`src/rtl/usb3300_rx_capture.sv`:
```
// usb3300_rx_capture: ULPI receive front end for the USB3300 PHY.
// Splits the bus into data, RX CMD and EOP entries and queues them show-ahead.
module usb3300_rx_capture #(
    parameter int FIFO_DEPTH = 16,
    parameter bit CMD_DEDUP  = 1'b1
) (
    input  logic                        clk_ext,
    input  logic                        rst,
    input  logic [7:0]                  DATA,
    input  logic                        DIR,
    input  logic                        NXT,
    output logic                        STP,
    output logic [7:0]                  rx_byte,
    output logic [1:0]                  rx_tag,
    output logic                        rx_valid,
    input  logic                        rx_ready,
    output logic                        rx_active,
    output logic                        ovf,
    output logic [7:0]                  drop_cnt,
    output logic [$clog2(FIFO_DEPTH):0] level
);
    localparam int AW = $clog2(FIFO_DEPTH);
    localparam logic [AW:0] FULL_CNT = (AW+1)'(FIFO_DEPTH);

    // bus phase, encoded as {dir_prev, dir_q}
    localparam logic [1:0] PH_IDLE     = 2'b00;
    localparam logic [1:0] PH_TURN_IN  = 2'b01;
    localparam logic [1:0] PH_TURN_OUT = 2'b10;
    localparam logic [1:0] PH_RX       = 2'b11;

    localparam logic [1:0] TAG_DATA    = 2'b00;
    localparam logic [1:0] TAG_CMD     = 2'b01;
    localparam logic [1:0] TAG_EOP_OK  = 2'b10;
    localparam logic [1:0] TAG_EOP_ERR = 2'b11;

    logic [7:0]    d_q;
    logic          dir_q;
    logic          nxt_q;
    logic          dir_prev_q;

    logic          rx_active_q, rx_active_d;
    logic [7:0]    pkt_len_q, pkt_len_d;
    logic          pkt_err_q, pkt_err_d;
    logic [7:0]    last_cmd_q, last_cmd_d;

    logic [AW-1:0] wptr_q, wptr_d;
    logic [AW-1:0] rptr_q, rptr_d;
    logic [AW:0]   count_q, count_d;
    logic          ovf_q, ovf_d;
    logic [7:0]    drop_cnt_q, drop_cnt_d;
    logic [9:0]    mem_q [FIFO_DEPTH];

    logic          wr_en;
    logic [9:0]    wr_ent;
    logic          eop;
    logic          pop;
    logic          full;
    logic          push;
    logic          drop;

    always_ff @(posedge clk_ext) begin
        if (rst) begin
            d_q        <= '0;
            dir_q      <= 1'b0;
            nxt_q      <= 1'b0;
            dir_prev_q <= 1'b0;
        end else begin
            d_q        <= DATA;
            dir_q      <= DIR;
            nxt_q      <= NXT;
            dir_prev_q <= dir_q;
        end
    end

    always_comb begin
        wr_en       = 1'b0;
        wr_ent      = '0;
        eop         = 1'b0;
        rx_active_d = rx_active_q;
        pkt_len_d   = pkt_len_q;
        pkt_err_d   = pkt_err_q;
        last_cmd_d  = last_cmd_q;
        case ({dir_prev_q, dir_q})
            PH_TURN_IN: begin
                if (nxt_q) begin
                    rx_active_d = 1'b1;
                    pkt_len_d   = '0;
                end
            end
            PH_RX: begin
                if (nxt_q) begin
                    wr_en       = 1'b1;
                    wr_ent      = {TAG_DATA, d_q};
                    rx_active_d = 1'b1;
                    if (pkt_len_q != 8'hFF) begin
                        pkt_len_d = pkt_len_q + 8'd1;
                    end
                end else begin
                    if (d_q[5:4] == 2'b11) begin
                        pkt_err_d = 1'b1;
                    end
                    // RxActive low inside a packet closes it
                    if (rx_active_q && !d_q[4]) begin
                        eop = 1'b1;
                    end else if (!(CMD_DEDUP && d_q == last_cmd_q)) begin
                        wr_en      = 1'b1;
                        wr_ent     = {TAG_CMD, d_q};
                        last_cmd_d = d_q;
                    end
                end
            end
            PH_TURN_OUT: eop = rx_active_q;
            PH_IDLE: ;
            default: ;
        endcase
        if (eop) begin
            wr_en       = 1'b1;
            wr_ent      = {pkt_err_q ? TAG_EOP_ERR : TAG_EOP_OK, pkt_len_q};
            rx_active_d = 1'b0;
            pkt_err_d   = 1'b0;
            pkt_len_d   = '0;
        end
    end

    assign rx_valid = (count_q != '0);
    assign pop      = rx_valid & rx_ready;
    assign full     = (count_q == FULL_CNT);
    assign push     = wr_en & (~full | pop);
    assign drop     = wr_en & full & ~pop;

    always_comb begin
        wptr_d     = wptr_q;
        rptr_d     = rptr_q;
        count_d    = count_q;
        ovf_d      = ovf_q;
        drop_cnt_d = drop_cnt_q;
        if (push) begin
            wptr_d = wptr_q + 1'b1;
        end
        if (pop) begin
            rptr_d = rptr_q + 1'b1;
        end
        if (push && !pop) begin
            count_d = count_q + 1'b1;
        end else if (pop && !push) begin
            count_d = count_q - 1'b1;
        end
        if (drop) begin
            ovf_d = 1'b1;
            if (drop_cnt_q != 8'hFF) begin
                drop_cnt_d = drop_cnt_q + 8'd1;
            end
        end
    end

    always_ff @(posedge clk_ext) begin
        if (rst) begin
            rx_active_q <= 1'b0;
            pkt_len_q   <= '0;
            pkt_err_q   <= 1'b0;
            last_cmd_q  <= '0;
            wptr_q      <= '0;
            rptr_q      <= '0;
            count_q     <= '0;
            ovf_q       <= 1'b0;
            drop_cnt_q  <= '0;
        end else begin
            rx_active_q <= rx_active_d;
            pkt_len_q   <= pkt_len_d;
            pkt_err_q   <= pkt_err_d;
            last_cmd_q  <= last_cmd_d;
            wptr_q      <= wptr_d;
            rptr_q      <= rptr_d;
            count_q     <= count_d;
            ovf_q       <= ovf_d;
            drop_cnt_q  <= drop_cnt_d;
        end
    end

    always_ff @(posedge clk_ext) begin
        if (push) begin
            mem_q[wptr_q] <= wr_ent;
        end
    end

    assign rx_byte   = rx_valid ? mem_q[rptr_q][7:0] : 8'h00;
    assign rx_tag    = rx_valid ? mem_q[rptr_q][9:8] : 2'b00;
    assign rx_active = rx_active_q;
    assign ovf       = ovf_q;
    assign drop_cnt  = drop_cnt_q;
    assign level     = count_q;
    assign STP       = 1'b0;

endmodule

```
`config.mk`:
```
export PLATFORM = sky130hd
export DESIGN_NAME = usb3300_rx_capture
export DESIGN_NICKNAME = d
export VERILOG_FILES = /design/src/rtl/usb3300_rx_capture.sv
export SDC_FILE = /design/constraint.sdc
export NUM_CORES = 1
export LEC_CHECK = 0
export CAP_MARGIN = 20
export CORE_MARGIN = 2
export CORE_UTILIZATION = 45
export CTS_CLUSTER_DIAMETER = 150
export DETAILED_ROUTE_END_ITERATION = 7
export GPL_TIMING_DRIVEN = 0
export PLACE_DENSITY_LB_ADDON = 0.05
export REMOVE_ABC_BUFFERS = 1
export SLEW_MARGIN = 40
export SYNTH_ARGS = -nofsm -noshare
export SYNTH_HDL_FRONTEND = slang
export SYNTH_SLANG_ARGS = --single-unit
```
`constraint.sdc`:
```
create_clock -name clk_ext -period 7.6 [get_ports clk_ext]
set_clock_uncertainty 0.1 [all_clocks]
set_input_delay 1.14 -clock clk_ext [delete_from_list [all_inputs] [get_ports clk_ext]]
set_output_delay 1.14 -clock clk_ext [all_outputs]
set_load 0.01 [all_outputs]
```
==> results of run 1 <==
metal layers:
metal | wire, um | GRT usage
met1 | 7750 | 0.234
met2 | 9040 | 0.317
met3 | 639 | 0.0268
met4 | 343 | 0.0382
met5 | 0 | 0
cells by family (layout without fill, tap and decap cells):
family | count (synthesis) | in the layout | share of synthesized area
buf+inv | 40 | 94 | 0.0190
simple gates | 145 | 145 | 0.0884
other cells | 1 | 1 | 0.000424
compound gates | 58 | 58 | 0.0414
xor+xnor | 17 | 17 | 0.0169
fa+ha+maj | 12 | 12 | 0.0178
mux | 67 | 67 | 0.148
flops | 215 | 215 | 0.668
layout make-up:
type,count,share of cell area
well taps,265,0.0325
clock buffers,26,0.0584
repair buffers,42,0.0447
clock inverters,15,0.00759
inverters,11,0.00404
flip-flops and latches,215,0.579
multi-input cells,300,0.274
metrics by stage:
step / setup slack, ns / util / instance area (um^2) / cells
after floorplan: 3.31 / - / 8710 / 526
after global placement: 1.99 / 0.487 / 9420 / 829
after detailed placement: 3.22 / 0.492 / 9510 / 832
after CTS: 3.18 / 0.527 / 10200 / 873
after global routing: 3.10 / 0.528 / 10200 / 874
final: 3.27 / 0.528 / 10200 / 874
worst max path at each step:
stage	start	endpoint	slack [ns]	depth (start not counted)
2_1_floorplan	flop	rx_byte[0]	3.31	3
3_3_place_gp	flop	rx_byte[4]	1.99	4
3_5_place_dp	rx_ready	level[4]$_SDFFE_PP0P_	3.22	12
4_1_cts	flop	rx_byte[4]	3.18	5
5_1_grt	flop	rx_byte[4]	3.10	5
6_report	flop	rx_byte[4]	3.27	5
flip-flops by register name (all words and copies together) (netlist names), 4 cells and up, named ones only:
| signal | count |
|---|---|
| last_cmd_q | 8 |
| level | 5 |
| wptr_q | 4 |
| mem_q | 160 |
| rptr_q | 4 |
| drop_cnt | 8 |
| d_q | 8 |
| pkt_len_q | 8 |
where the power goes:
part	switching [mW]	internal, mW	total, mW
Sequential	0.0614	1.27	1.34
Combinational	0.235	0.331	0.567
Clock	0.443	0.563	1.01
critical path, cell delays in order (launching register included):
cell	delay, ns
dfxtp_4	0.62
buf_12	0.27
mux4_2	0.53
mux4_2	0.50
and2_1	0.17
clkdlybuf4s50_1	0.48
placed cells by master (no fill, tap or decap), types with 4 or more instances in the layout:
cell type	count
ha_1	11
and2_1	18
o21ai_0	13
nor2b_1	21
nand3_1	8
mux2_2	7
xnor2_1	12
clkinv_2	7
nor2_1	24
nor3_1	7
clkdlybuf4s50_1	37
nor2_2	7
clkinv_1	5
xor2_1	5
dfxtp_1	52
and3_1	16
mux4_2	50
clkbuf_16	23
a211oi_1	4
mux2i_1	10
nand2_1	23
inv_1	11
a21oi_1	19
or3_1	4
edfxtp_1	160
nand4_1	6
==> metrics.cfg, run 1 <==
[run_status]
outcome = finished clean

[setup_path]
worst_setup_path_start_kind = flop
crit_fanout = 21
r2r-end = level[4]$_SDFFE_PP0P_
reg2reg_depth = 13
r2r_slack_ns = 3.85
cp.required_ns = 6.36
crit_type = flop to primary output
worst_ep_arrival_time_ns = 3.09
r2r-start = d_q[4]$_SDFF_PP0_
end_kind = primary output

[final_layout]
n_fill_cell = 1648
syn2layout_area_growth_pct = 15.6
multi_input_area_um2 = 2800
drive_gt1_frac = 0.197
nNetsFinal = 618
antenna_cells = 0
seq_area_um2 = 5910

[synthesis]
synth.avg_cell_area_um2 = 15.9
synth_area_um2 = 8830
ys.flop_type = edfxtp_1
synth_top_area_cell = edfxtp_1
synth_commonest_cells = 160 x edfxtp_1, 55 x dfxtp_1, 50 x mux4_2
syn_inst = 555
synth_cell_types = 47
yosysMostFrequentCell = edfxtp_1
synth_edf_count = 160
synthTopCellsByArea = edfxtp_1 54%, mux4_2 13%, dfxtp_1 12%
yosys_warnings = 0
synth.top_cell.area_share = 0.544
ys_ff_latch = 215
ys_async_sr_fraction = 0
yosysSeqAreaShare = 0.668

[global_routing]
grt-ovfl-total = 0
grt_start_max_net_pins = 28
grt_pass1_wl_um = 27300
grt_pass1_vias = 4777
grt_usage = 0.178
antenna_found_initial = 0

[clock_tree]
root_buffer = clkbuf_16
ctsResizeCount = 0
path_clk_slew_ns = 0.06
clock-sinks = 215
ctsHoldBuffers = 0
clock_path_buffers = 3
htreeDepth = 1
cts_tree = yes
cts_setup_buffers = 0
worstSkewPairLatency_ns = 0.50
cts_made_buffers = 23

[floorplanning]
fp-row-count = 51
io_pins = 40
coreArea_um2 = 19300
die_width_um = 144
start_util = 0.457
die_y_um = 144
die_area_um2 = 20800

[timing]
relSlewSlack = 0.454
whs_ns = 0.372
hold_viol_final = 0
fin_crit_ns = 4.33
tns_ns = 0
min_period_over_period = 0.570
drv_slew = 0
max_freq_ghz = 0.231
grt_setup_unrepaired = false
worstMarginPinSlew_ns = 0.819
setup_viol = 0

[worst_hold_path]
min_path_type = flop to flop
worstHoldEndpoint = pkt_err_q$_SDFFE_PP0P_
hp-start = pkt_err_q$_SDFFE_PP0P_
hold-path-cell-count = 1

[power_and_ir_drop]
max-vdd-ir-drop_v = 0.000181
p_leak_nw = 3.29
finalPower_mw = 2.91
power.density_nw_per_um2 = 285

[routing]
wl_um = 17800
drc = 0
vias = 4741
drtIter0Drc = 350
dr.pass1.iters = 5
ant_nets = 0
routed_via_density = 5.42
routedWlPerCell_um = 20.3

[run]
maxCapViolCount = 0

[place]
place_congestion = 0.798
io_buffer_count = 38
post-dp-hpwl_um = 10900

Power figures use the tool's default switching activity.
==> inputs of run 2 (changes only) <==
==> constraint.sdc (replaced) <==
create_clock -name clk_ext -period 3.9 [get_ports clk_ext]
set_clock_uncertainty 0.1 [all_clocks]
set_input_delay 0.585 -clock clk_ext [delete_from_list [all_inputs] [get_ports clk_ext]]
set_output_delay 0.585 -clock clk_ext [all_outputs]
set_load 0.01 [all_outputs]
==> metrics.cfg, run 2 (synthesis gave the netlist of run 1 again) <==
[setup_path]
worst_setup_path_start_kind = flop
crit_type = flop to flop
cp.required_ns = 4.19
crit_slowest_cell = or4_4
r2r_slack_ns = 0.24
worst_ep_arrival_time_ns = 3.95
cp_num_buf_inv = 1
r2r-start = level[0]$_SDFFE_PP0P_
path_cells = or4_4, or2_2, nand2_1, ha_1, inv_1, ha_1, nor2b_1, o21a_1, or3_1, a21oi_1, mux2_2
end_kind = flop
critical_path.max_stage_delay_ns = 0.57
r2r-end = level[4]$_SDFFE_PP0P_
crit_fanout = 14
timing.critical_path.mode_cell = ha_1
crit_end = level[4]$_SDFFE_PP0P_
cp.depth = 11
path_delay_family = simple AND/OR/NAND/NOR gates
worstSetupStartpoint = level[0]$_SDFFE_PP0P_
reg2reg_depth = 11

[routing]
vias = 4767
ant_nets = 0
routedWlPerCell_um = 20.4
drtIter0Drc = 337
routed_via_density = 5.44
dr.pass1.iters = 4
drc = 0
wl_um = 17800

[power_and_ir_drop]
switching_share = 0.255
p_int_mw = 4.24
max-vdd-ir-drop_v = 0.000350
switching_power_mw = 1.45
clockPowerShare = 0.345
power.density_nw_per_um2 = 555
combinationalPowerShare = 0.202
finalPower_mw = 5.69
power_frac_seq = 0.454
p_leak_nw = 3.36

[worst_hold_path]
min_path_type = flop to flop
hold-path-cell-count = 1

[place]
post-dp-hpwl_um = 10900
place_congestion = 0.798
placed_area_um2 = 9510
io_buffer_count = 38

[timing]
relSlewSlack = 0.450
hold_viol_final = 0
min_period_over_period = 0.938
fin_crit_ns = 3.66
worstMarginPinSlew_ns = 0.825
max_freq_ghz = 0.273
drv_slew = 0
setup_viol = 0
grt_setup_unrepaired = true

[floorplanning]
die_width_um = 144
coreArea_um2 = 19300
die_area_um2 = 20800
die_y_um = 144
start_util = 0.457
io_pins = 40
fp-row-count = 51

[final_layout]
antenna_cells = 0
drive_gt1_frac = 0.200
syn2layout_area_growth_pct = 16.0
max_flop_register = mem_q
nNetsFinal = 620
layout_common_cells = 160 x edfxtp_1, 52 x dfxtp_1, 50 x mux4_2
design_area_um2 = 10200
final_common_cell = edfxtp_1
largest_reg_flops = 160

[clock_tree]
ctsHoldBuffers = 0
root_buffer = clkbuf_16
path_clk_slew_ns = 0.06
clock_path_buffers = 3
cts_made_buffers = 23
worstSkewPairLatency_ns = 0.50
clock-sinks = 215
cts_tree = yes
htreeDepth = 1

[run_status]
outcome = finished clean

[global_routing]
grt-ovfl-total = 0
grt_usage = 0.178
grt_start_max_net_pins = 28
grt_pass1_vias = 4777
grt_pass1_wl_um = 27300
antenna_found_initial = 0

[run]
maxCapViolCount = 0

==> run 2: cell count changes in the layout (fill, tap and decap cells not counted), sizes merged <==
cell	before	now
buf	4	6
==> run 2: routing by layer <==
layer | share of wire | global-route usage | vias to the layer above
met5 | 0 | 0 | -
met4 | 0.019 | 0.0382 | 0
met3 | 0.039 | 0.0268 | 31
met2 | 0.50 | 0.317 | 96
met1 | 0.44 | 0.234 | 2426
li1 | - | - | 2214
==> run 2: repair_timing <==
action | CTS | global route
gates resized for setup | 0 | 1
setup endpoints to repair | 0 | 3
buffers inserted | 0 | 2
==> run 2: layout make-up <==
| class | instances | area (um^2) |
|---|---|---|
| Inverter | 11 | 41.3 |
| Multi-Input combinational cell | 300 | 2810 |
| Clock buffer | 26 | 597 |
| Timing Repair Buffer | 44 | 479 |
| Clock inverter | 15 | 77.6 |
| Sequential cell | 215 | 5910 |
| Tap cell | 265 | 332 |
| Fill cell | 1642 | 9090 |
==> run 2: through the flow <==
stage | hold slack [ns] | TNS, ns | setup WS, ns | util | cells
after floorplan | 0.341 | 0 | 0.162 | - | 526
final | 0.370 | 0 | 0.243 | 0.530 | 876
after CTS | 0.373 | 0 | 0.0396 | 0.527 | 873
after global routing | 0.390 | -0.0148 | -0.0148 | 0.530 | 876
after detailed placement | 0.361 | 0 | 0.0777 | 0.492 | 832
after global placement | 0.354 | -11.60 | -1.16 | 0.487 | 829
==> run 2: power by group through the flow <==
stage               clock network (mW)  logic [mW]  registers (mW)
floorplan                            0       0.663            2.67
global placement                     0        1.04            2.73
CTS                               2.01        1.13            2.61
finish                            1.96        1.15            2.58
global route                      2.09        1.26            2.60
detailed placement                   0        1.13            2.66
==> run 2: worst min path at each step <==
stage / start / slack (ns) / to
4_1_cts: pkt_err_q$_SDFFE_PP0P_ / 0.37 / pkt_err_q$_SDFFE_PP0P_
3_3_place_gp: pkt_err_q$_SDFFE_PP0P_ / 0.35 / pkt_err_q$_SDFFE_PP0P_
5_1_grt: ovf$_SDFFE_PP0P_ / 0.39 / ovf$_SDFFE_PP0P_
2_1_floorplan: pkt_err_q$_SDFFE_PP0P_ / 0.34 / pkt_err_q$_SDFFE_PP0P_
3_5_place_dp: ovf$_SDFFE_PP0P_ / 0.36 / ovf$_SDFFE_PP0P_
6_report: pkt_err_q$_SDFFE_PP0P_ / 0.37 / pkt_err_q$_SDFFE_PP0P_
